### src/rtl/pic_irq_front_pkg.sv
// Shared constants and types for the PIC interrupt front end.
package pic_irq_front_pkg;

  localparam int unsigned NUM_IRQ  = 8;
  localparam int unsigned FILTER_W = 4;

  typedef enum logic {
    TRIG_LEVEL = 1'b0,
    TRIG_EDGE  = 1'b1
  } trig_mode_e;

endpackage

### src/rtl/pic_irq_front_irq_line_filter.sv
// Single interrupt line: polarity, 2-flop sync, stability filter,
// rise detect, latched edge request with overrun, registered mode mux.
module irq_line_filter
  import pic_irq_front_pkg::*;
#(
  parameter int unsigned FILTER_CYCLES = 4,
  parameter logic        INVERT        = 1'b0
) (
  input  logic clk_i,
  input  logic reset_i,
  input  logic raw_i,
  input  logic trig_i,
  input  logic ack_i,
  input  logic ovr_clr_i,
  output logic intreq_o,
  output logic overrun_o
);

  localparam logic [FILTER_W-1:0] CNT_MAX = FILTER_W'(FILTER_CYCLES - 1);

  logic                s1_q, s2_q;
  logic                filt_q, filt_d;
  logic                filt_dly_q;
  logic [FILTER_W-1:0] cnt_q, cnt_d;
  logic                pend_q, pend_d;
  logic                intreq_q, intreq_d;
  logic                ovr_q, ovr_d;
  logic                rise;
  trig_mode_e          mode;

  assign mode = trig_mode_e'(trig_i);
  assign rise = filt_q & ~filt_dly_q;

  // Stability filter: accept s2 only after it has disagreed with filt long enough.
  always_comb begin
    filt_d = filt_q;
    cnt_d  = cnt_q;
    if (s2_q == filt_q) begin
      cnt_d = '0;
    end else if (cnt_q == CNT_MAX) begin
      filt_d = s2_q;
      cnt_d  = '0;
    end else begin
      cnt_d = cnt_q + FILTER_W'(1);
    end
  end

  // Request / overrun next state; intreq is muxed from pend_d so edge-mode
  // set and ack both show up on the same edge that samples them.
  always_comb begin
    pend_d   = 1'b0;
    intreq_d = filt_q;
    ovr_d    = ovr_q;
    if (mode == TRIG_EDGE) begin
      if (rise)       pend_d = 1'b1;
      else if (ack_i) pend_d = 1'b0;
      else            pend_d = pend_q;
      intreq_d = pend_d;
    end
    if (mode == TRIG_EDGE && rise && pend_q && !ack_i) ovr_d = 1'b1;
    else if (ovr_clr_i)                                 ovr_d = 1'b0;
  end

  // All per-line state with synchronous reset.
  always_ff @(posedge clk_i) begin
    if (reset_i) begin
      s1_q       <= 1'b0;
      s2_q       <= 1'b0;
      filt_q     <= 1'b0;
      filt_dly_q <= 1'b0;
      cnt_q      <= '0;
      pend_q     <= 1'b0;
      intreq_q   <= 1'b0;
      ovr_q      <= 1'b0;
    end else begin
      s1_q       <= raw_i ^ INVERT;
      s2_q       <= s1_q;
      filt_q     <= filt_d;
      filt_dly_q <= filt_q;
      cnt_q      <= cnt_d;
      pend_q     <= pend_d;
      intreq_q   <= intreq_d;
      ovr_q      <= ovr_d;
    end
  end

  assign intreq_o  = intreq_q;
  assign overrun_o = ovr_q;

endmodule

### src/rtl/pic_irq_front.sv
// Eight independent conditioned interrupt lines feeding pic.intreq.
module pic_irq_front
  import pic_irq_front_pkg::*;
#(
  parameter int unsigned          FILTER_CYCLES = 4,
  parameter logic [NUM_IRQ-1:0]   IRQ_INVERT    = 8'h00
) (
  input  logic               clk,
  input  logic               reset,
  input  logic [NUM_IRQ-1:0] raw_irq,
  input  logic [NUM_IRQ-1:0] trig_mode,
  input  logic [NUM_IRQ-1:0] ack_line,
  input  logic [NUM_IRQ-1:0] overrun_clr,
  output logic [NUM_IRQ-1:0] intreq,
  output logic [NUM_IRQ-1:0] overrun
);

  for (genvar i = 0; i < NUM_IRQ; i++) begin : g_line
    irq_line_filter #(
      .FILTER_CYCLES (FILTER_CYCLES),
      .INVERT        (IRQ_INVERT[i])
    ) u_line (
      .clk_i     (clk),
      .reset_i   (reset),
      .raw_i     (raw_irq[i]),
      .trig_i    (trig_mode[i]),
      .ack_i     (ack_line[i]),
      .ovr_clr_i (overrun_clr[i]),
      .intreq_o  (intreq[i]),
      .overrun_o (overrun[i])
    );
  end

endmodule

### config.mk
export PLATFORM = sky130hd
export DESIGN_NAME = pic_irq_front
export DESIGN_NICKNAME = d
export VERILOG_FILES = /design/src/rtl/pic_irq_front_pkg.sv /design/src/rtl/pic_irq_front_irq_line_filter.sv /design/src/rtl/pic_irq_front.sv
export SDC_FILE = /design/constraint.sdc
export NUM_CORES = 1
export LEC_CHECK = 0
export BUFFER_PORTS_ARGS = -buffer_cell sky130_fd_sc_hd__buf_2
export CAP_MARGIN = 10
export CORE_AREA = 5 5 82 84
export DETAILED_ROUTE_END_ITERATION = 6
export DIE_AREA = 0 0 87 89
export MAX_ROUTING_LAYER = met4
export PLACE_DENSITY = 0.78
export SLEW_MARGIN = 5
export SYNTH_ARGS = -nofsm -noshare
export SYNTH_HDL_FRONTEND = slang
export SYNTH_SLANG_ARGS = --single-unit
### constraint.sdc
create_clock -name clk -period 1.8 [get_ports clk]
set_input_delay 0 -clock clk [delete_from_list [all_inputs] [get_ports clk]]
set_output_delay 0 -clock clk [all_outputs]
set_load 0.02 [all_outputs]
---- Word level (Yosys, flattened, before mapping) ----
Index checks and enable logic that the tools add are counted.
storage, ports and cells
  register bits after elaboration ......... 88
  output and inout port bits .............. 16
operators by class
  add/subtract/negate cells ............... 8
  eq/ne operators ......................... 16
  multiplexer cells ....................... 40
  bitwise operators ....................... 32
  reductions and logical operators ........ 64
operators by type and width
  operator             count
  $mux 1               40
  $add 4x1->4 const B  8
  $eq 4x2->1 const B   8
  $logic_and 1x1->1    24
  $not 1->1            24
  $reduce_or 3->1      8
  $reduce_and 2->1     8
  $reduce_bool 2->1    8
  $reduce_or 2->1      8
  $and 1x1->1          8
  $eq 1x1->1           8
  $logic_not 1->1      8

---- Depth between registers and ports, before layout ----
  depth after elaboration ................. 6
  depth in mapped cells ................... 4
  mapped depth without buffers ............ 4

---- Cells and area by module ----
Synthesis repeated with hierarchy kept, for this count alone.
second synthesis, totals
  cell total of the unflattened synthesis .. 304
  area total of the unflattened synthesis .. 3113.0 um^2
by module, submodules not included
  module           instances  cells an instance  area an instance (um^2)  sequential area each (um^2)
  irq_line_filter  8          38                 389.1                    220.2

---- Least setup slack after synthesis ----
No wires, ideal clock.
  kind .................................... register to register
  start point ............................. register g_line[7].u_line.cnt_q[0]
  end point ............................... register g_line[7].u_line.cnt_q[2]
  setup time .............................. 0.064 ns
  data arrival time ....................... 1.146 ns
  required time ........................... 1.736 ns
  setup slack ............................. 0.589 ns
  cell stages (with the launch flop) ...... 5
  cells stage by stage .................... dfxtp_1 > ha_1 > nor3b_1 > or3_1 > nor2_1
on the way
  word-level cells in the longest chain between the ends .. 2
  elaborated cells between the ends (all ways) .. 3
  those cells by class .................... add/sub: 1; eq/ne: 1; reduce/logical: 1
RTL lines
  element                                              RTL line                             RTL
  start: declaration                                   pic_irq_front_irq_line_filter.sv:24  logic [FILTER_W-1:0] cnt_q, cnt_d;
  start signal: assignment                             pic_irq_front_irq_line_filter.sv:80  cnt_q <= cnt_d;
  branches (longest 2 deep; another with $add 4x1->4)  -
Parallel ways; which one is timed is not known.
A chain may end at the register's enable or synchronous reset.

---- Worst setup path in the final report ----
  start point ............................. register g_line[1].u_line.filt_q
  end point ............................... register g_line[1].u_line.pend_q
on the way
  word-level cells in the longest chain between the ends .. 2
RTL lines
  element                   RTL line                             RTL
  start: declaration        pic_irq_front_irq_line_filter.sv:22  logic filt_q, filt_d;
  start signal: assignment  pic_irq_front_irq_line_filter.sv:78  filt_q <= filt_d;
  $and 1x1->1               pic_irq_front_irq_line_filter.sv:32  assign rise = filt_q & ~filt_dly_q;
  $mux 1                    pic_irq_front_irq_line_filter.sv:55  if (rise) pend_d = 1'b1;
  end signal: assignment    pic_irq_front_irq_line_filter.sv:81  pend_q <= pend_d;
  end: declaration          pic_irq_front_irq_line_filter.sv:25  logic pend_q, pend_d;
No other way between the ends.

==> flow_summary.toml <==
[status]
status = "finished, final reports clean"

[route]
first_pass_iters = 4
dr_wl_met2_mm = 2.585
ant_nets = 0
highest_layer = "met4"
wl_met1_mm = 2.433
drt_iter0_drc = 64
drc = 0
via_per_inst = 4.802
drt-total-wl_mm = 5.385
vias = 2281
dr_wl_met3_um = 226
wl_per_cell_um = 11.34

[setup_path]
end_kind = "flop"
critPathArrivalTime_ns = 1.76
cp.required_ns = 2.08
worst_setup_path_start_kind = "flop"
path_max_fanout = 5
path_class = "reg -> reg"

[clocking]
cts_tree = "yes"
path_clk_slew_ns = 0.08
htreeDepth = 3
clockRootBuffer = "clkbuf_8"
postCtsSetupBuffers = 0
numCtsBuffers = 9
clk_path_buf_depth = 2
post_cts_resized = 0
cts_hold_buffers = 31
insertion_delay_ns = 0.34
cts.sinks = 88

[logic_synthesis]
syn_avg_cell_area_um2 = 10.09
synth_cell_types = 26
ys_ff_latch = 88
ys_seq_area_frac = 0.5422
syn_area_um2 = 3249
synth_fp_nets = 364
yosysWarnings = 0
syn_inst = 322

[pwr]
p_clk_frac = 0.387
swShare = 0.1994
p_leak_nw = 1.622
p_comb_frac = 0.043
power_frac_seq = 0.570
p_sw_uw = 691.6
p_total_mw = 3.469
p_per_area_nw_per_um2 = 874.0
p_int_mw = 2.777
ir_worst_vdd_mv = 0.5535

[floorplanning]
chipHeight_um = 89
dieArea_um2 = 7743
floorplan.initialDensity = 0.5554
core-area_um2 = 5851
io_pins = 50
row_count = 28
die_x_um = 87

[timing]
skew_ns = 0.01025
relSlewSlack = 0.6561
max_freq_mhz = 675.1
report.final.hold_viol_count = 0
min_period_over_period = 0.8229
rsz0062_at_grt = "false"
period_minus_slack_ns = 1.481
setup_viol = 0
timing.hold.ws_ns = 0.02770
tns_ns = 0
worstMarginPinSlew_ns = 0.5159
slew_viol_final = 0

[place]
io_buffers = 49
gp_congestion = 0.7556
dpl_cell_area_um2 = 3458
dp_hpwl_mm = 3.476

[cells_and_area]
finalInstanceArea_um2 = 3969
fin_nets = 437
drive_above_1_share = 0.1800
n_antenna_cell = 0
syn_to_final_growth_pct = 22.14

[min_path]
hold_path.class = "in -> reg"

[global_route]
grt_max_degree = 30
antenna_found_initial = 0
grt_pass1_vias = 2298
grt_pass1_wl_mm = 9.425
grt.total_usage = 0.1608
overflow = 0

[flow_run]
cap_violations = 0
-- power by group through the flow --
stage | sequential, mW | combinational, mW | clock (mW)
5_1_grt | 1.98 | 0.168 | 1.48
4_1_cts | 1.98 | 0.150 | 1.39
2_1_floorplan | 2.02 | 0.0580 | 0
6_report | 1.98 | 0.150 | 1.34
3_5_place_dp | 2.02 | 0.109 | 0
3_3_place_gp | 2.02 | 0.106 | 0
-- cell usage after synthesis, drive strengths merged --
master | number | area, um2
a21oi | 5 | 25.02
a22o | 5 | 43.79
a22oi | 3 | 22.52
a32oi | 3 | 26.28
and3 | 1 | 6.260
and3b | 4 | 35.03
buf | 21 | 156.4
clkbuf | 1 | 3.750
dfxtp | 88 | 1762
ha | 8 | 100.1
inv | 13 | 48.80
mux2i | 8 | 80.08
nand2 | 15 | 56.30
nand2b | 1 | 6.260
nand3 | 8 | 40.04
nor2 | 55 | 206.5
nor2b | 35 | 219.0
nor3b | 11 | 82.58
o21bai | 4 | 30.03
o2bb2ai | 1 | 8.760
or3 | 8 | 80.07
xnor2 | 16 | 140.1
xor2 | 8 | 70.07
-- worst paths after layout --
kind,from,endpoint,slack (ns),cells after the start
max,g_line[1].u_line.filt_q,g_line[1].u_line.pend_q,0.32,4
min,ack_line[0],g_line[0].u_line.pend_q,0.03,4
max reg2reg,g_line[1].u_line.filt_q,g_line[1].u_line.pend_q,0.32,4
min reg2reg,g_line[1].u_line.s1_q,g_line[1].u_line.s2_q,0.44,1
-- layout make-up --
class                           count  area (um2)
Multi-Input combinational cell    199        1279
Sequential cell                    88        1762
Fill cell                         453        1882
Clock inverter                      2       37.54
Inverter                           13       48.80
Tap cell                           75       93.84
Clock buffer                       14       162.7
Timing Repair Buffer               84       585.6
-- layer usage --
| layer | GRT usage | up-vias |
|---|---|---|
| met3 | 0.03687 | 11 |
| met5 | - | - |
| met1 | 0.1763 | 1051 |
| met4 | 0.09490 | 0 |
| li1 | - | 1182 |
| met2 | 0.2671 | 37 |
-- worst max-delay path, stage by stage (launching register included) --
cell and delay, ns:
dfxtp_1 0.40, nor2b_1 0.20, nor2_1 0.07, nor3b_1 0.18, dlygate4sd3_1 0.57
-- registers in the layout (all words and copies together), names as in the netlist --
signal                    count
g_line.u_line.s2_q            8
g_line.u_line.overrun_o       8
g_line.u_line.s1_q            8
g_line.u_line.pend_q          8
g_line.u_line.intreq_o        8
g_line.u_line.cnt_q          32
g_line.u_line.filt_dly_q      8
g_line.u_line.filt_q          8
-- metrics by stage --
| step | setup slack [ns] | utilization | instances |
|---|---|---|---|
| floorplan | 0.5891 | - | 322 |
| global placement | 0.5608 | 0.5911 | 428 |
| detailed placement | 0.5142 | 0.5911 | 428 |
| CTS | 0.3486 | 0.6784 | 475 |
| global route | 0.1974 | 0.6784 | 475 |
| finish | 0.3188 | 0.6784 | 475 |
-- placed cells by master, fill, tap and decap left out, types with 2 or more instances in the layout --
master / count
dfxtp_1: 88
nor2_1: 55
buf_2: 49
nor2b_1: 35
dlygate4sd3_1: 31
xnor2_1: 16
nand2_1: 15
inv_1: 13
nor3b_1: 11
clkbuf_8: 11
nand3_1: 8
xor2_1: 8
mux2i_1: 8
ha_1: 8
or3_4: 6
a21oi_1: 5
a22o_1: 5
and3b_1: 4
o21bai_1: 4
buf_4: 4
a32oi_1: 3
a22oi_1: 3
clkbuf_1: 3
or3_1: 2
-- logic make-up (layout without fill, tap and decap cells) --
group,Yosys count,after routing,share of synthesized area
flip-flops,88,88,0.5422
adder cells (fa/ha/maj),8,8,0.03081
AND/OR/NAND/NOR,138,138,0.2253
XOR/XNOR,24,24,0.06469
multiplexers,8,8,0.02464
AO/OA/AOI/OAI,21,21,0.04813
buffers and inverters,35,113,0.06430
Note: power is estimated with default switching activity, not from simulation.
